`src/rtl/riscv_pkg.sv`:
```
// Shared types and widths for the decode/execute boundary.
package riscv_pkg;

    localparam int unsigned XLEN           = 32;
    localparam int unsigned REG_ADDR_WIDTH = 5;
    localparam int unsigned ALU_OP_WIDTH   = 4;

    // ALU operation encodings; codes above SLT are passed through untouched
    typedef enum logic [ALU_OP_WIDTH-1:0] {
        ALU_ADD  = 4'b0000,
        ALU_SUB  = 4'b0001,
        ALU_AND  = 4'b0010,
        ALU_OR   = 4'b0011,
        ALU_XOR  = 4'b0100,
        ALU_SLL  = 4'b0101,
        ALU_SRL  = 4'b0110,
        ALU_SRA  = 4'b0111,
        ALU_SLTU = 4'b1000,
        ALU_SLT  = 4'b1001
    } alu_op_e;

    typedef enum logic {
        SRC1_RS1 = 1'b0,
        SRC1_PC  = 1'b1
    } src1_sel_e;

    typedef enum logic {
        SRC2_RS2 = 1'b0,
        SRC2_IMM = 1'b1
    } src2_sel_e;

endpackage

```
`src/rtl/operand_fwd_mux.sv`:
```
// Per-operand bypass select: MEM result beats WB result beats raw data.
// Register x0 never takes a bypass.
module operand_fwd_mux
    import riscv_pkg::*;
#(
    parameter int unsigned DATA_WIDTH     = XLEN,
    parameter int unsigned REG_ADDR_WIDTH = riscv_pkg::REG_ADDR_WIDTH
) (
    input  logic [REG_ADDR_WIDTH-1:0] addr_i,
    input  logic [DATA_WIDTH-1:0]     raw_i,
    input  logic                      mem_we_i,
    input  logic [REG_ADDR_WIDTH-1:0] mem_rd_i,
    input  logic [DATA_WIDTH-1:0]     mem_data_i,
    input  logic                      wb_we_i,
    input  logic [REG_ADDR_WIDTH-1:0] wb_rd_i,
    input  logic [DATA_WIDTH-1:0]     wb_data_i,
    output logic [DATA_WIDTH-1:0]     data_o
);

    // Priority bypass selection
    always_comb begin
        data_o = raw_i;
        if (addr_i != '0) begin
            if (mem_we_i && (mem_rd_i == addr_i)) begin
                data_o = mem_data_i;
            end else if (wb_we_i && (wb_rd_i == addr_i)) begin
                data_o = wb_data_i;
            end
        end
    end

endmodule

```
`src/rtl/id_ex_stage.sv`:
```
// Decode-to-execute pipeline register feeding the ALU.
// Single-entry valid/ready buffer with flush, operand source select and
// MEM/WB bypass. Define ID_EX_FORWARDING_EN to enable bypass and the
// held-operand snoop; otherwise operands come straight from the regfile.
module id_ex_stage
    import riscv_pkg::*;
#(
    parameter int unsigned DATA_WIDTH     = XLEN,
    parameter int unsigned OP_CODE_WIDTH  = ALU_OP_WIDTH,
    parameter int unsigned REG_ADDR_WIDTH = riscv_pkg::REG_ADDR_WIDTH
) (
    input  logic                      clk,
    input  logic                      rst_n,
    input  logic                      in_valid,
    output logic                      in_ready,
    input  logic [DATA_WIDTH-1:0]     in_pc,
    input  logic [DATA_WIDTH-1:0]     in_rs1_data,
    input  logic [DATA_WIDTH-1:0]     in_rs2_data,
    input  logic [DATA_WIDTH-1:0]     in_imm,
    input  logic [REG_ADDR_WIDTH-1:0] in_rs1_addr,
    input  logic [REG_ADDR_WIDTH-1:0] in_rs2_addr,
    input  logic [REG_ADDR_WIDTH-1:0] in_rd_addr,
    input  logic [OP_CODE_WIDTH-1:0]  in_alu_op,
    input  logic                      in_src1_sel,
    input  logic                      in_src2_sel,
    input  logic                      in_reg_write,
    input  logic                      flush,
    input  logic                      mem_fwd_we,
    input  logic [REG_ADDR_WIDTH-1:0] mem_fwd_rd,
    input  logic [DATA_WIDTH-1:0]     mem_fwd_data,
    input  logic                      wb_fwd_we,
    input  logic [REG_ADDR_WIDTH-1:0] wb_fwd_rd,
    input  logic [DATA_WIDTH-1:0]     wb_fwd_data,
    output logic                      ex_valid,
    input  logic                      ex_ready,
    output logic [DATA_WIDTH-1:0]     ex_in1,
    output logic [DATA_WIDTH-1:0]     ex_in2,
    output logic [OP_CODE_WIDTH-1:0]  ex_op_code,
    output logic [REG_ADDR_WIDTH-1:0] ex_rd_addr,
    output logic                      ex_reg_write,
    output logic [DATA_WIDTH-1:0]     ex_pc
);

    logic                      valid_q, valid_d;
    logic [DATA_WIDTH-1:0]     in1_q, in1_d;
    logic [DATA_WIDTH-1:0]     in2_q, in2_d;
    logic [OP_CODE_WIDTH-1:0]  op_q, op_d;
    logic [REG_ADDR_WIDTH-1:0] rd_q, rd_d;
    logic                      rw_q, rw_d;
    logic [DATA_WIDTH-1:0]     pc_q, pc_d;
    logic [REG_ADDR_WIDTH-1:0] rs1_addr_q, rs1_addr_d;
    logic [REG_ADDR_WIDTH-1:0] rs2_addr_q, rs2_addr_d;
    logic                      sel1_q, sel1_d;
    logic                      sel2_q, sel2_d;

    logic                      hold;
    logic                      accept;
    logic                      mem_we_eff;
    logic                      wb_we_eff;
    logic [REG_ADDR_WIDTH-1:0] op1_addr, op2_addr;
    logic [DATA_WIDTH-1:0]     op1_raw, op2_raw;
    logic [DATA_WIDTH-1:0]     op1_fwd, op2_fwd;

    assign in_ready = !valid_q || ex_ready;
    assign accept   = in_valid && in_ready;
    assign hold     = valid_q && !ex_ready;

`ifdef ID_EX_FORWARDING_EN
    assign mem_we_eff = mem_fwd_we;
    assign wb_we_eff  = wb_fwd_we;
`else
    assign mem_we_eff = 1'b0;
    assign wb_we_eff  = 1'b0;
    logic unused_fwd;
    assign unused_fwd = mem_fwd_we ^ wb_fwd_we;
`endif

    // While holding, the bypass muxes look at the stored source index and
    // the held operand, so a miss simply recirculates the held value.
    assign op1_addr = hold ? rs1_addr_q : in_rs1_addr;
    assign op1_raw  = hold ? in1_q      : in_rs1_data;
    assign op2_addr = hold ? rs2_addr_q : in_rs2_addr;
    assign op2_raw  = hold ? in2_q      : in_rs2_data;

    operand_fwd_mux #(
        .DATA_WIDTH    (DATA_WIDTH),
        .REG_ADDR_WIDTH(REG_ADDR_WIDTH)
    ) u_fwd_rs1 (
        .addr_i    (op1_addr),
        .raw_i     (op1_raw),
        .mem_we_i  (mem_we_eff),
        .mem_rd_i  (mem_fwd_rd),
        .mem_data_i(mem_fwd_data),
        .wb_we_i   (wb_we_eff),
        .wb_rd_i   (wb_fwd_rd),
        .wb_data_i (wb_fwd_data),
        .data_o    (op1_fwd)
    );

    operand_fwd_mux #(
        .DATA_WIDTH    (DATA_WIDTH),
        .REG_ADDR_WIDTH(REG_ADDR_WIDTH)
    ) u_fwd_rs2 (
        .addr_i    (op2_addr),
        .raw_i     (op2_raw),
        .mem_we_i  (mem_we_eff),
        .mem_rd_i  (mem_fwd_rd),
        .mem_data_i(mem_fwd_data),
        .wb_we_i   (wb_we_eff),
        .wb_rd_i   (wb_fwd_rd),
        .wb_data_i (wb_fwd_data),
        .data_o    (op2_fwd)
    );

    // Next-state: flush > accept > hold (snoop) > drain
    always_comb begin
        valid_d    = valid_q;
        in1_d      = in1_q;
        in2_d      = in2_q;
        op_d       = op_q;
        rd_d       = rd_q;
        rw_d       = rw_q;
        pc_d       = pc_q;
        rs1_addr_d = rs1_addr_q;
        rs2_addr_d = rs2_addr_q;
        sel1_d     = sel1_q;
        sel2_d     = sel2_q;
        if (flush) begin
            valid_d = 1'b0;
            rw_d    = 1'b0;
        end else if (accept) begin
            valid_d    = 1'b1;
            in1_d      = (in_src1_sel == SRC1_PC)  ? in_pc  : op1_fwd;
            in2_d      = (in_src2_sel == SRC2_IMM) ? in_imm : op2_fwd;
            op_d       = in_alu_op;
            rd_d       = in_rd_addr;
            rw_d       = in_reg_write;
            pc_d       = in_pc;
            rs1_addr_d = in_rs1_addr;
            rs2_addr_d = in_rs2_addr;
            sel1_d     = in_src1_sel;
            sel2_d     = in_src2_sel;
        end else if (hold) begin
            if (sel1_q == SRC1_RS1) begin
                in1_d = op1_fwd;
            end
            if (sel2_q == SRC2_RS2) begin
                in2_d = op2_fwd;
            end
        end else begin
            valid_d = 1'b0;
        end
    end

    // Pipeline register state
    always_ff @(posedge clk or negedge rst_n) begin
        if (!rst_n) begin
            valid_q    <= 1'b0;
            in1_q      <= '0;
            in2_q      <= '0;
            op_q       <= '0;
            rd_q       <= '0;
            rw_q       <= 1'b0;
            pc_q       <= '0;
            rs1_addr_q <= '0;
            rs2_addr_q <= '0;
            sel1_q     <= 1'b0;
            sel2_q     <= 1'b0;
        end else begin
            valid_q    <= valid_d;
            in1_q      <= in1_d;
            in2_q      <= in2_d;
            op_q       <= op_d;
            rd_q       <= rd_d;
            rw_q       <= rw_d;
            pc_q       <= pc_d;
            rs1_addr_q <= rs1_addr_d;
            rs2_addr_q <= rs2_addr_d;
            sel1_q     <= sel1_d;
            sel2_q     <= sel2_d;
        end
    end

    assign ex_valid     = valid_q;
    assign ex_in1       = in1_q;
    assign ex_in2       = in2_q;
    assign ex_op_code   = op_q;
    assign ex_rd_addr   = rd_q;
    assign ex_reg_write = rw_q;
    assign ex_pc        = pc_q;

endmodule

```
`config.mk`:
```
export PLATFORM = sky130hd
export DESIGN_NAME = id_ex_stage
export DESIGN_NICKNAME = d
export VERILOG_FILES = /design/src/rtl/riscv_pkg.sv /design/src/rtl/operand_fwd_mux.sv /design/src/rtl/id_ex_stage.sv
export SDC_FILE = /design/constraint.sdc
export NUM_CORES = 1
export LEC_CHECK = 0
export BUFFER_PORTS_ARGS = -buffer_cell sky130_fd_sc_hd__buf_4
export CAP_MARGIN = 5
export CORE_ASPECT_RATIO = 1.2
export CORE_MARGIN = 1.5
export CORE_UTILIZATION = 31
export CTS_BUF_LIST = sky130_fd_sc_hd__clkbuf_4 sky130_fd_sc_hd__clkbuf_8
export DETAILED_ROUTE_END_ITERATION = 12
export PLACE_DENSITY = 0.58
export SETUP_SLACK_MARGIN = 0.3
export SYNTH_ARGS = -nofsm -noshare
export SYNTH_HDL_FRONTEND = slang
export SYNTH_HIERARCHICAL = 1
export SYNTH_SLANG_ARGS = --single-unit
```
`constraint.sdc`:
```
create_clock -name clk -period 1.88 [get_ports clk]
set_input_delay 0.282 -clock clk [delete_from_list [all_inputs] [get_ports clk]]
set_output_delay 0.282 -clock clk [all_outputs]
set_load 0.02 [all_outputs]
```
-- Word-level counts from Yosys, hierarchy flattened
Index checks and enable logic that the tools add are counted.
- add/subtract/negate cells: 0
- multipliers: 0
- div/mod/pow operators: 0
- order comparisons: 0
- equal/unequal tests: 3
- shift-type cells: 0
- multiplexer cells: 15
- bitwise gates (word level): 1
- reductions and logical operators: 10
- operator list (cell ; count):
    $mux 32 ; 10
    $reduce_and 3->1 ; 2
    $mux 1 ; 5
    $ne 2x1->1 const B ; 2
    $reduce_bool 2->1 ; 2
    $ne 3x2->1 const B ; 1
    $logic_and 1x1->1 ; 2
    $logic_not 1->1 ; 2
    $reduce_and 2->1 ; 1
    $logic_or 1x1->1 ; 1
    $not 1->1 ; 1
- register bits after elaboration: 109
- bits in latches: 0
- memory bits (writable): 0
- ROM bits: 0
- bits of input ports: 231
- logic and storage cells: 38
- memories: 0

-- Longest topological paths before layout
- depth after elaboration: 6
- gate-level depth with buffers: 16
- depth with buffers taken out: 11

-- Cells and area by module
Netlist, hierarchy kept.
- by module, submodules not included (module ; times used ; cells each ; area an instance (sq um)):
    id_ex_stage ; 1 ; 646 ; 5979.5
    operand_fwd_mux ; 2 ; 98 ; 922.1

-- Least setup slack after synthesis
OpenSTA, ideal clock, no wires.
- path kind: register to register
- start: reg valid_q (netlist: ex_valid)
- end: reg in1_q[30] (netlist: ex_in1[30])
- data arrival time: 1715 ps
- data required time: 1756 ps
- setup slack: 42 ps
- cell stages (with the launch flop): 11
- path buffers: 3
- path through: dfrtp_1 > nor2b_4 > buf_6 > inv_4 > buf_2 > buf_1 > nand2_1 > nand2_1 > o2bb2a_1 > mux2i_1 > o21ai_1
- cells in the longest elaborated chain, start to end: 5
- RTL lines (item ; RTL line ; RTL):
    from (decl) ; id_ex_stage.sv:44 ; logic valid_q, valid_d;
    from (signal assigned) ; id_ex_stage.sv:170 ; valid_q <= valid_d;
    $logic_and 1x1->1 * ; id_ex_stage.sv:66 ; assign hold = valid_q && !ex_ready;
    $mux 32 * ; id_ex_stage.sv:81 ; assign op1_raw = hold ? in1_q : in_rs1_data;
    net op1_raw[30] ; id_ex_stage.sv:61 ; logic [DATA_WIDTH-1:0] op1_raw, op2_raw;
    $mux 32 ; id_ex_stage.sv:144 ; if (sel1_q == SRC1_RS1) begin
    $mux 32 ; id_ex_stage.sv:143 ; end else if (hold) begin
    $mux 32 * ; id_ex_stage.sv:131 ; end else if (accept) begin
    to (signal assigned) ; id_ex_stage.sv:171 ; in1_q <= in1_d;
    to (decl) ; id_ex_stage.sv:45 ; logic [DATA_WIDTH-1:0] in1_q, in1_d;
The timed path passes the listed nets; every way through them passes the cells marked *. The select of a mux whose other input is x is not followed.
A chain may end at the register's enable or synchronous reset.

-- Worst setup path after layout
- start: reg valid_q (netlist: ex_valid)
- end: reg pc_q[27] (netlist: ex_pc[27])
- cells in the longest elaborated chain, start to end: 4
- RTL lines (item ; RTL line ; RTL):
    $logic_not 1->1 ; id_ex_stage.sv:64 ; assign in_ready = !valid_q || ex_ready;
    $logic_or 1x1->1 ; id_ex_stage.sv:64 ;
    $logic_and 1x1->1 ; id_ex_stage.sv:65 ; assign accept = in_valid && in_ready;
    $reduce_and 2->1 (no source line) ; -- ;
    to (signal assigned) ; id_ex_stage.sv:176 ; pc_q <= pc_d;
    to (decl) ; id_ex_stage.sv:50 ; logic [DATA_WIDTH-1:0] pc_q, pc_d;
No other way between the ends.

==> metrics.log <==
[metrics] outcome: finished, violations left
[metrics] failing checks: slew limit
[metrics] core area: 24800 um2
[metrics] CTS tree: built
[metrics] width of the die: 148 um
[metrics] Vert. Die Dim: 177 um
[metrics] nature of the critical path startpoint: register
[metrics] Synth-to-Final Area Change: 54.1%
[metrics] global-route wire length before repair: 47000 um
[metrics] Pwr Total: 9470 uW
[metrics] Peak Freq: 583 MHz
[metrics] antenna-violating nets left: 0
[metrics] number of warnings printed during yosys synthesis: 6
[metrics] worst setup slack after placement: 166 ps
[metrics] mux share of post-synthesis cell area: 15.7%
[metrics] fillers: 2412
[metrics] maximum number of pins on one net before global-route repair: 42
[metrics] maxcap violations: 0
[metrics] maximum buffer depth of the clock tree: 2
[metrics] number of global-route vias before repair: 7798
[metrics] number of vias per cell: 5.13
[metrics] count of state elements after synthesis: 119
[metrics] global-route usage over all layers: 24.0%
[metrics] Total Routed Length: 34200 um
[metrics] post-detailed-route wirelength per cell: 22.3 um
[metrics] average instance area after synthesis: 9.29 um2
[metrics] TritonRoute pass-1 iters: 4
[metrics] Synth Area in XOR/XNOR: 2.24%
[metrics] CTS Root Cell: sky130_fd_sc_hd__clkbuf_8
[metrics] clock edge transition at the registers on the reported setup and hold paths: 80 ps
[metrics] nets: 1427
[metrics] post-detailed-placement half-perimeter wirelength: 21800 um
[metrics] Congestion Overflow GR: 0
[metrics] TritonCTS Buffers: 17
[metrics] number of pins exceeding their max-slew limit in the final report: 133
[metrics] crit end category: register
[metrics] post-route DRC violation count: 0
[metrics] final critical delay including setup and external delays: 1710 ps
[metrics] post-synthesis cell area: 7820 um2
[metrics] starting DRC count in detailed routing: 489
[metrics] final design utilization: 48.7%
[metrics] PD cells: 786 nW/um2
[metrics] I/O pin total: 339
[metrics] fraction of the mapped netlist area in compound gates: 22.6%
[metrics] total count of hold-check failures in the final report: 0
[metrics] fraction of final layout cells sized beyond drive strength 1: 47.1%
[metrics] biggest fanout along the worst timing path: 8
[metrics] Num Clock Sinks: 119
[metrics] number of endpoints failing setup at the final stage: 0
[metrics] final cell count without fillers: 1534
[metrics] worst path setup slack after routing: 166 ps
[metrics] share of the yosys chip area belonging to registers: 38.1%
[metrics] Worst Hold Class: input pin to register
[metrics] unrepaired setup endpoints after global routing: yes
[metrics] Data required, critical path: 2200 ps
[metrics] Post-Synth Adder-Cell Area: 0%
[metrics] number of standard-cell rows in the floorplan: 63
[metrics] final period utilization: 91.2%
[metrics] Vias: 7877
[metrics] main combinational cell family by area after synthesis: compound AO/OA/AOI/OAI gates
[metrics] max-slew headroom at the worst pin: -83.6%
[metrics] Port Buffer Count: 336
[metrics] Leak Pwr: 0.00575 uW
[metrics] number of antenna cells inserted: 0
[metrics] post-synthesis cell type count: 37
[metrics] maximum clock skew at final layout: 14.4 ps
[metrics] post-synthesis instance total: 842
[metrics] effective utilization at floorplan: 31.6%
[metrics] maximum VDD drop: 0.500 mV
[metrics] die footprint: 26200 um2
[metrics] Setup TNS: 0 ps
[metrics] H-tree levels: 4
[metrics] number of placed instances, taps included: 1456
[metrics] routability congestion estimate from global placement: 0.901
[metrics] critical path class: register to register
[metrics] antenna violations before repair: 0
[metrics] Worst Max-Slew Pin Slew: 2750 ps
[metrics] data arrival time of the critical path: 2040 ps
[metrics] Synth Area in Simple Gates: 15.9%
[metrics] latest clock arrival within the worst-skew pair: 440 ps
[cell families after synthesis]
logic type / after synthesis
other cells: 1
mux: 116
compound gates: 200
xor+xnor: 20
buf+inv: 73
simple gates: 313
flops: 119
[cells in the final DEF, fill, tap and decap left out, types with 9 or more instances in the layout]
cell / instances
sky130_fd_sc_hd__dfrtp_1: 118
sky130_fd_sc_hd__buf_16: 9
sky130_fd_sc_hd__a2bb2oi_2: 60
sky130_fd_sc_hd__clkbuf_16: 15
sky130_fd_sc_hd__o22ai_1: 64
sky130_fd_sc_hd__buf_12: 17
sky130_fd_sc_hd__nand2_1: 283
sky130_fd_sc_hd__nand2_2: 9
sky130_fd_sc_hd__buf_4: 347
sky130_fd_sc_hd__mux2i_1: 64
sky130_fd_sc_hd__clkbuf_8: 17
sky130_fd_sc_hd__xnor2_1: 10
sky130_fd_sc_hd__mux2_2: 52
sky130_fd_sc_hd__xor2_1: 10
sky130_fd_sc_hd__o21ai_1: 60
[cells in the mapped netlist]
library cell	number	area [um2]
sky130_fd_sc_hd__inv_4	1	6.26
sky130_fd_sc_hd__a21oi_1	1	5.00
sky130_fd_sc_hd__a22o_1	1	8.76
sky130_fd_sc_hd__nor2_1	4	15.0
sky130_fd_sc_hd__nand2_1	292	1100
sky130_fd_sc_hd__buf_2	10	50.1
sky130_fd_sc_hd__xnor2_1	10	87.6
sky130_fd_sc_hd__nand3b_1	2	15.0
sky130_fd_sc_hd__and3_4	1	11.3
sky130_fd_sc_hd__clkbuf_1	34	128
sky130_fd_sc_hd__xor2_1	10	87.6
sky130_fd_sc_hd__buf_8	3	45.0
sky130_fd_sc_hd__buf_6	14	158
sky130_fd_sc_hd__o22ai_1	64	400
sky130_fd_sc_hd__o211ai_2	2	25.0
sky130_fd_sc_hd__o21ai_1	59	295
sky130_fd_sc_hd__o21ai_0	5	25.0
sky130_fd_sc_hd__nor4_2	2	25.0
sky130_fd_sc_hd__mux2i_1	64	641
sky130_fd_sc_hd__conb_1	1	3.75
sky130_fd_sc_hd__and2_0	2	12.5
sky130_fd_sc_hd__dfrtp_1	119	2980
sky130_fd_sc_hd__mux2_2	52	586
sky130_fd_sc_hd__or3_1	2	12.5
sky130_fd_sc_hd__a2bb2oi_1	2	17.5
sky130_fd_sc_hd__o2bb2a_1	2	20.0
sky130_fd_sc_hd__nand4_1	2	12.5
sky130_fd_sc_hd__inv_1	3	11.3
sky130_fd_sc_hd__nor3_1	2	10.0
sky130_fd_sc_hd__nand3_2	1	10.0
sky130_fd_sc_hd__and3_1	1	6.26
sky130_fd_sc_hd__nor2b_4	1	13.8
sky130_fd_sc_hd__buf_1	8	30.0
sky130_fd_sc_hd__o311ai_2	2	32.5
sky130_fd_sc_hd__a21boi_4	2	37.5
sky130_fd_sc_hd__nand3_1	1	5.00
sky130_fd_sc_hd__a2bb2oi_2	60	901
[stage by stage]
stage | hold WS (ps) | area (um2)
after global routing | 46.6 | 12100
after floorplan | -13.6 | 7920
after global placement | 216 | 10700
after CTS | 46.0 | 11600
final | 73.9 | 12100
after detailed placement | 217 | 10700
[final timing paths]
kind,to,depth (start not counted),slack (ps),start
worst max register to register,ex_pc[27]$_DFFE_PN0P_,6,170,ex_valid$_DFFE_PN0P_
worst max-delay path,ex_pc[27]$_DFFE_PN0P_,6,170,ex_valid$_DFFE_PN0P_
worst min register to register,rs2_addr_q[3]$_DFFE_PN0P_,1,510,rs2_addr_q[3]$_DFFE_PN0P_
max in group asynchronous,ex_in1[11]$_DFFE_PN0P_,3,910,rst_n
min in group asynchronous,ex_pc[5]$_DFFE_PN0P_,2,290,rst_n
worst min-delay path,ex_op_code[2]$_DFFE_PN0P_,2,70,in_alu_op[2]
[metal layers]
layer	wire length, um	track usage [%]	vias up
li1	-	-	3678
met1	14500	32.2	3822
met2	16600	39.4	326
met3	2110	3.97	51
met4	947	7.67	0
met5	0	0	-
[layout make-up]
type	count	area (um2)	share of cell area [%]
repair buffers	401	3730	30.9
inverters	4	20.0	0.166
clock buffers	19	249	2.06
clock inverters	13	171	1.42
flip-flops and latches	119	2980	24.7
multi-input cells	653	4510	37.4
well taps	325	407	3.37
[flip-flops by register name, indices dropped and copies added (netlist names)]
| register | count |
|---|---|
| ex_op_code | 4 |
| ex_rd_addr | 5 |
| rs2_addr_q | 5 |
| rs1_addr_q | 5 |
| ex_in1 | 32 |
| ex_pc | 32 |
| sel2_q | 1 |
| ex_valid | 1 |
| ex_reg_write | 1 |
| ex_in2 | 32 |
| sel1_q | 1 |
[what timing repair did]
action | in CTS | in global routing
hold buffers | 2 | 0
gates cloned | 6 | 22
endpoints found under the setup margin | 63 | 117
pin swaps | 5 | 1
hold endpoints to repair | 22 | 0
gates resized for setup | 27 | 5
setup buffers | 15 | 1
[report_power, final]
part / total [uW] / internal (uW) / switching [uW]
Combinational: 3540 / 1780 / 1760
Clock: 2590 / 1360 / 1230
Sequential: 3350 / 3020 / 329
[critical path: stages (launching register included)]
cell and delay, ps:
sky130_fd_sc_hd__dfrtp_2 360, sky130_fd_sc_hd__nor2b_4 210, sky130_fd_sc_hd__inv_6 80, sky130_fd_sc_hd__buf_4 150, sky130_fd_sc_hd__nand3_4 230, sky130_fd_sc_hd__clkbuf_16 230
sky130_fd_sc_hd__mux2_2 330
Power figures use the tool's default switching activity.
